--- config.mk ---
export PLATFORM = sky130hd
export DESIGN_NAME = div_unit
export DESIGN_NICKNAME = d
export VERILOG_FILES = /design/src/rtl/div_unit.sv
export SDC_FILE = /design/constraint.sdc
export NUM_CORES = 1
export LEC_CHECK = 0
export ABC_AREA = 1
export CORE_ASPECT_RATIO = 2
export CORE_UTILIZATION = 45
export CTS_CLUSTER_SIZE = 12
export DETAILED_ROUTE_END_ITERATION = 8
export PLACE_DENSITY = 0.66
export SLEW_MARGIN = 40
export SYNTH_ARGS = -nofsm -noshare
export SYNTH_HDL_FRONTEND = slang
export SYNTH_SLANG_ARGS = --single-unit
--- constraint.sdc ---
create_clock -name clk -period 4.34 [get_ports clk]
set_input_delay 0.651 -clock clk [delete_from_list [all_inputs] [get_ports clk]]
set_output_delay 0.651 -clock clk [all_outputs]
set_load 0.1 [all_outputs]
--- src/rtl/div_unit.sv ---
// Multi-cycle restoring integer divider, one quotient bit per cycle.
// Signed mode divides magnitudes and fixes the signs afterwards; a zero divisor reports an error.
module div_unit #(
  parameter int WIDTH     = 16,
  parameter bit SIGNED_EN = 1'b1
) (
  input  logic             clk,
  input  logic             reset,
  input  logic             start,
  input  logic             signed_op,
  input  logic [WIDTH-1:0] dividend,
  input  logic [WIDTH-1:0] divisor,
  output logic             busy,
  output logic             done,
  output logic             error,
  output logic [WIDTH-1:0] quotient,
  output logic [WIDTH-1:0] remainder
);

  localparam int CW = $clog2(WIDTH + 1);

  typedef enum logic [2:0] {
    S_IDLE, S_CHECK, S_DIVIDE, S_FIX, S_DONE, S_ERROR
  } state_t;

  state_t           state_q, state_d;
  logic [CW-1:0]    count_q, count_d;
  logic [WIDTH-1:0] dvd_q, dvd_d;    // dividend magnitude; quotient bits shift in at the LSB
  logic [WIDTH-1:0] dvs_q, dvs_d;
  logic [WIDTH-1:0] prem_q, prem_d;
  logic             dvd_neg_q, dvd_neg_d;
  logic             quo_neg_q, quo_neg_d;
  logic [WIDTH-1:0] quot_q, quot_d;
  logic [WIDTH-1:0] rem_q, rem_d;

  logic             op_signed;
  logic             dvs_neg;
  logic [WIDTH:0]   trial;
  logic             ge;

  assign op_signed = SIGNED_EN && signed_op;
  assign dvs_neg   = op_signed && divisor[WIDTH-1];
  assign trial     = {prem_q, dvd_q[WIDTH-1]};
  assign ge        = (trial >= {1'b0, dvs_q});

  // NOTE: every signal written here gets a default first, so no path can infer a latch.
  always_comb begin
    state_d   = state_q;
    count_d   = count_q;
    dvd_d     = dvd_q;
    dvs_d     = dvs_q;
    prem_d    = prem_q;
    dvd_neg_d = dvd_neg_q;
    quo_neg_d = quo_neg_q;
    quot_d    = quot_q;
    rem_d     = rem_q;

    unique case (state_q)
      S_IDLE: begin
        if (start) begin
          dvd_neg_d = op_signed && dividend[WIDTH-1];
          quo_neg_d = (op_signed && dividend[WIDTH-1]) ^ dvs_neg;
          dvd_d     = (op_signed && dividend[WIDTH-1]) ? -dividend : dividend;
          dvs_d     = dvs_neg ? -divisor : divisor;
          state_d   = S_CHECK;
        end
      end
      S_CHECK: begin
        if (dvs_q == '0) begin
          // Dividend register is still unshifted, so re-applying its sign restores the original.
          quot_d  = '1;
          rem_d   = dvd_neg_q ? -dvd_q : dvd_q;
          state_d = S_ERROR;
        end else begin
          count_d = CW'(WIDTH);
          prem_d  = '0;
          state_d = S_DIVIDE;
        end
      end
      S_DIVIDE: begin
        prem_d  = ge ? (trial[WIDTH-1:0] - dvs_q) : trial[WIDTH-1:0];
        dvd_d   = {dvd_q[WIDTH-2:0], ge};
        count_d = count_q - CW'(1);
        if (count_q == CW'(1)) state_d = S_FIX;
      end
      S_FIX: begin
        quot_d  = quo_neg_q ? -dvd_q : dvd_q;
        rem_d   = dvd_neg_q ? -prem_q : prem_q;
        state_d = S_DONE;
      end
      S_DONE:  state_d = S_IDLE;
      S_ERROR: state_d = S_IDLE;
      default: state_d = S_IDLE;
    endcase
  end

  // NOTE: sequential state uses non-blocking assignments so every flop samples pre-edge values.
  always_ff @(posedge clk) begin
    if (!reset) begin
      state_q <= S_IDLE;
      quot_q  <= '0;
      rem_q   <= '0;
    end else begin
      state_q <= state_d;
      quot_q  <= quot_d;
      rem_q   <= rem_d;
    end
  end

  // NOTE: working registers are not reset; each is loaded in IDLE/CHECK before it is ever read.
  always_ff @(posedge clk) begin
    count_q   <= count_d;
    dvd_q     <= dvd_d;
    dvs_q     <= dvs_d;
    prem_q    <= prem_d;
    dvd_neg_q <= dvd_neg_d;
    quo_neg_q <= quo_neg_d;
  end

  always_comb begin
    busy      = (state_q != S_IDLE);
    done      = (state_q == S_DONE) || (state_q == S_ERROR);
    error     = (state_q == S_ERROR);
    quotient  = quot_q;
    remainder = rem_q;
  end

endmodule

==> key figures, run 1 <==
Setup path
  • CP arrival: 2590 ps
  • Worst-path fanout max: 24
  • CP Launch Type: flip-flop
  • Critical path's slowest cell: inv_1
  • Worst R2R Start: state_q[2]
  • CP endpoint kind: flip-flop
  • R2R cell count: 5
  • Crit Path Class: flip-flop to flip-flop
  • Critical path launch point: state_q[2]
  • Cell mode on critical path: inv_1
  • Critical Path RT: 4310 ps
  • Crit-path max cell delay: 620 ps
  • Crit path cell chain: nor2_1 > nand2_2 > inv_1 > a21oi_1 > inv_1
  • FF-to-FF setup slack: 1720 ps

Cells and area
  • Util after Layout: 52.85%
  • N_diodes: 0
  • Area grow syn2layout: 14.90%
  • Commonest non-fill, non-tap cell in the layout: nand2_1
  • Most frequent cells in the layout: nand2_1 (277), nor2_1 (129), inv_1 (117), nand3_1 (65), o21ai_0 (62)
  • Layout cells sized above 1: 9.505%
  • # nets final: 1085
  • Fillcell total: 1461

Synthesis
  • Netlist Area Pre-Place: 0.006601 mm2
  • Seq cells post-synth: 90
  • YS warnings: 0
  • Synth async-reset ratio: 0%
  • Most used DFF post-synth: edfxtp_1
  • Post-synthesis sequential area ratio: 35.63%
  • Post-synth EDFFs: 55
  • Cell taking the most area after synthesis: edfxtp_1
  • Mapped Nets: 1026
  • Synth Instances: 967
  • Synth unique cells: 43
  • Post-Synthesis Mean Instance Area: 6.827 um2
  • Top cell type's share of synthesized area: 25.02%
  • Largest cells by area after synthesis: edfxtp_1 (25%), nand2_1 (16%), dfxtp_1 (11%)

Timing
  • Fin crit share: 60.39%
  • Final Slew Violations: 0
  • Count of final setup violators: 0
  • Top achievable clock speed: 381.5 MHz
  • Setup TNS Final: 0 ps
  • Slew HR: 48.48%
  • RSZ-0062 raised after global routing: no
  • Min cycle time layout: 2621 ps
  • Least-Margin Pin Slew: 771.9 ps
  • Clk_skew: 9.451 ps
  • Final Hold Viols: 0

GRT
  • Vias in the first global route: 5945
  • First-pass GRT wire length: 28970 um
  • Largest net degree at the start of global routing: 41
  • Total congestion overflow: 0
  • GRT Total Usage: 25.50%
  • Initial antenna violation count: 0

Detailed routing
  • Final wirelength: 18420 um
  • DRC Markers: 0
  • 1st-iter DRT viols: 380
  • Routed vias: 6255
  • DRT Pass-1 Iters: 5
  • Antenna-violating nets left: 0
  • Vias/cell: 5.114
  • Routed len/inst: 15.06 um

Floorplan
  • Die width: 87.65 um
  • Die height: 173.3 um
  • Ports: 71
  • CORE AREA: 0.01435 mm2
  • Initial Util: 46.00%
  • Die footprint: 0.01519 mm2
  • Rows: 62

Clocking
  • CTS tree: done
  • Clock latency on the worst-skew pair: 350 ps
  • H-tree depth reported by CTS: 3
  • CTS resizes: 0
  • CTS buffer count: 9
  • Clock transition at path regs: 70 ps
  • CTS max path bufs: 2
  • CTS sink cnt: 90
  • Post-CTS setup buffer count: 0
  • Hold buffers post-CTS: 0
  • CTS root buf: clkbuf_16

Min path
  • Hold Crit Class: flip-flop to flip-flop
  • Hold Startpoint: remainder[2]
  • Worst Hold Path Cells: 2

Pwr
  • Leak: 0.003635 uW
  • Worst VDD drop: 0.0001938 V
  • Pwr/cell area: 452.1 mW/mm2

Place
  • Port Buffers: 70
  • DP HPWL: 15050 um
  • Routability cong.: 0.9278

Flow run
  • Max-cap violation count: 0

Outcome
  • Status: complete, no violations
critical path: cells and delay by family (launching register included):
family,cells,cell delay (ps)
AO/OA/AOI/OAI,1,120
flip-flops,1,360
AND/OR/NAND/NOR,2,530
buffers and inverters,2,1220
per-layer routing:
layer  vias to the layer above  GRT usage [%]  wire length [um]
met5                         -              0                 0
li1                       3232              -                 -
met1                      2795          24.44              6424
met3                        59          3.095               500
met4                         0          19.74              1458
met2                       169          47.07             10030
flip-flops by register name, summed over array words and instances (netlist names):
signal,count
count_q,5
dvs_q,16
state_q,3
remainder,16
quo_neg_q,1
dvd_neg_q,1
prem_q,16
dvd_q,16
quotient,16
area by class of cell:
type,instances,area (um2),area share (%)
tap,192,240.2,3.167
clock buffer,9,225.2,2.969
sequential,90,2352,31.01
multi-input combinational,726,3645,48.05
clock inverter,7,93.84,1.237
timing repair buffer,74,559.3,7.374
inverter,125,469.2,6.186
cell usage after synthesis, drive strengths merged (2+ instances only):
library cell	instances
nand2	293
nor2	136
inv	123
nand3	68
o21ai	67
edfxtp	55
a21oi	49
dfxtp	35
xor2	23
ha	22
buf	18
nand4	17
nor3	13
o211ai	9
xnor2	9
clkbuf	8
or2	5
nand3b	4
o21bai	3
clkinv	2
nor3b	2
cell families after synthesis:
kind of cell | synth area share [%]
compound gates | 10.84
xor+xnor | 4.246
fa+ha+maj | 4.473
buf+inv | 9.192
flops | 35.63
simple gates | 35.61
stage by stage:
step                worst slack (ps)  area, um2  instances  power, uW  hold slack [ps]
floorplan                       1205       6601        967       2243            510.3
global placement                1502       7427       1206       2609            460.9
detailed placement              1438       7263       1207       2604            470.6
CTS                             1418       7582       1223       3440            485.0
global route                    1490       7585       1223       3642            503.3
finish                          1719       7585       1223       3429            481.1
path summary, 6_finish.rpt:
kind	to
worst min register to register	remainder[2]
worst min-delay path	remainder[2]
worst max register to register	prem_q[15]
worst max-delay path	prem_q[15]
where the power goes:
group          leakage (uW)  internal [uW]  total (uW)  switching, uW
Clock              0.000151            503         833            330
Sequential         0.000812           1090        1230            141
Combinational       0.00267            394        1370            975
Total               0.00363           1980        3430           1450
Note: power is estimated with default switching activity, not from simulation.
==> run 2, diff against run 1 <==
==> constraint.sdc (replaced) <==
create_clock -name clk -period 2.5 [get_ports clk]
set_input_delay 0.375 -clock clk [delete_from_list [all_inputs] [get_ports clk]]
set_output_delay 0.375 -clock clk [all_outputs]
set_load 0.1 [all_outputs]
==> run 2 against run 1 <==
Clock-buffer cell count is the same; die area is the same; total power grew 73%; utilization grew 1.6 points; first-iteration DRC count shrank 22%; cell area grew 3.0%; clock skew shrank 3.2 ps; global-route usage shrank 0.25 points; non-clock buffer count grew 18; sequential share of layout area shrank 0.91 points; sequential cell count is the same; fmax grew 14%; critical endpoint is now prem_q[12]; highest routed layer unchanged.
==> key figures, run 2 (synthesis gave the netlist of run 1 again) <==
Outcome
  • Status: complete, no violations

Timing
  • Clk_skew: 6.273 ps
  • RSZ-0062 raised after global routing: no
  • Final Slew Violations: 0
  • Final Hold Viols: 0
  • Least-Margin Pin Slew: 503.1 ps
  • PnR worst setup slack: 202.2 ps
  • Fin crit share: 91.91%
  • Min cycle time layout: 2298 ps
  • Top achievable clock speed: 435.2 MHz
  • Slew HR: 66.25%
  • Setup TNS Final: 0 ps
  • Count of final setup violators: 0

Pwr
  • Clock group share of total power: 22.9%
  • Seq pwr share: 35.4%
  • Pint: 3412 uW
  • Sw frac: 42.57%
  • Pwr/cell area: 760.5 mW/mm2
  • Combinational power share: 41.7%
  • Worst VDD drop: 0.0003686 V
  • Tot Pwr: 5942 uW
  • Switching pwr: 2530 uW
  • Leak: 0.003706 uW

Setup path
  • Crit path cell chain: inv_1 > ha_1 > fa_1 > inv_1 > nand3_1 > nand3_1 > nand3_1 > nand3_1 > nand2_1 > nand4_1 > nand2_1
  • CP arrival: 2410 ps
  • Crit Path Class: flip-flop to flip-flop
  • Crit-path max cell delay: 420 ps
  • FF-to-FF setup slack: 200 ps
  • Worst-path fanout max: 4
  • Critical path's slowest cell: edfxtp_1
  • CP endpoint kind: flip-flop
  • R2R cell count: 11
  • Worst R2R Start: dvd_q[15]
  • Critical Path RT: 2610 ps
  • CP Launch Type: flip-flop
  • Cell mode on critical path: nand3_1
  • RR Endpoint: prem_q[12]

Place
  • Post-Place Setup Slack: 237.5 ps
  • # placed instances: 1225
  • DP HPWL: 14970 um
  • Routability cong.: 0.9573
  • Port Buffers: 70

Clocking
  • Clock transition at path regs: 70 ps
  • CTS resizes: 0
  • CTS buffer count: 9
  • CTS max path bufs: 2
  • Hold buffers post-CTS: 0
  • Post-CTS setup buffer count: 0
  • CTS root buf: clkbuf_16
  • CTS sink cnt: 90
  • H-tree depth reported by CTS: 3
  • Clock latency on the worst-skew pair: 350 ps
  • CTS tree: done

Detailed routing
  • 1st-iter DRT viols: 295
  • Vias/cell: 5.157
  • Final wirelength: 18260 um
  • Antenna-violating nets left: 0
  • DRT Pass-1 Iters: 5
  • Routed len/inst: 14.71 um
  • Routed vias: 6400
  • DRC Markers: 0

Cells and area
  • Most frequent cells in the layout: nand2_1 (278), nor2_1 (128), inv_1 (116), nand3_1 (65), o21ai_0 (62)
  • N_diodes: 0
  • Non-Filler Instances: 1241
  • Commonest non-fill, non-tap cell in the layout: nand2_1
  • Sequential cell area: 0.002352 mm2
  • Area grow syn2layout: 18.37%
  • Fillcell total: 1429
  • Layout cells sized above 1: 11.06%
  • # nets final: 1103
  • Area of the multi-input gates: 0.003655 mm2
  • Util after Layout: 54.45%

Min path
  • Hold Startpoint: remainder[2]
  • Hold Crit Class: flip-flop to flip-flop
  • End of the worst hold path: remainder[2]
  • Worst Hold Path Cells: 2

Floorplan
  • Die footprint: 0.01519 mm2
  • Die width: 87.65 um
  • Die height: 173.3 um
  • CORE AREA: 0.01435 mm2
  • Ports: 71
  • Rows: 62
  • Initial Util: 46.00%

GRT
  • Vias in the first global route: 5943
  • Initial antenna violation count: 0
  • First-pass GRT wire length: 28650 um
  • GRT Total Usage: 25.25%
  • Total congestion overflow: 0
  • Largest net degree at the start of global routing: 41

Flow run
  • Max-cap violation count: 0
## run 2: cell count changes in the layout (fill, tap and decap cells not counted), sizes merged
| cell | change |
|---|---|
| buf | +18 |
| clkinv | -1 |
| inv | +1 |
| bufinv | -1 |
| clkinvlp | +1 |
## run 2: layout make-up
type / count / share of cell area [%]
Clock buffer: 9 / 2.882
Sequential cell: 90 / 30.10
Tap cell: 192 / 3.074
Multi-Input combinational cell: 726 / 46.77
Timing Repair Buffer: 92 / 10.28
Clock inverter: 7 / 0.8807
Inverter: 125 / 6.005
## run 2: worst max-delay path by stage
stage,startpoint,to,slack [ps],cells after the start
global placement,dvd_q[15],prem_q[12],240,11
global route,dvd_q[15],prem_q[12],120,11
CTS,dvd_q[15],prem_q[12],220,11
detailed placement,dvd_q[15],prem_q[12],240,11
floorplan,state_q[2],dvd_q[0],20,5
finish,dvd_q[15],prem_q[12],200,11
## run 2: metrics by stage
| stage | hold WS, ps | instance area, um2 |
|---|---|---|
| 2_1_floorplan | 473.9 | 6614 |
| 3_3_place_gp | 464.2 | 7520 |
| 3_5_place_dp | 477.3 | 7520 |
| 4_1_cts | 491.5 | 7814 |
| 5_1_grt | 511.8 | 7814 |
| 6_report | 488.4 | 7814 |
## run 2: power by group through the flow
stage	clock network (uW)	registers [uW]	logic, uW
6_report	1360	2100	2480
3_5_place_dp	0	2130	2470
3_3_place_gp	0	2130	2460
5_1_grt	1440	2140	2730
2_1_floorplan	0	2320	1580
4_1_cts	1390	2100	2480
## run 2: routing by layer
metal  wire [um]  GRT usage, %  share of wire (%)
met4        1306         19.19                7.2
met1        6405         24.71                 35
met5           0             0                  0
met3         538         3.143                2.9
met2       10010         46.19                 55
## run 2: worst max-delay path, delay by kind of cell (launching register included)
kind / cells / cell delay [ps]
flip-flops: 1 / 420
adder cells (fa/ha/maj): 2 / 660
AND/OR/NAND/NOR: 7 / 720
buffers and inverters: 2 / 250
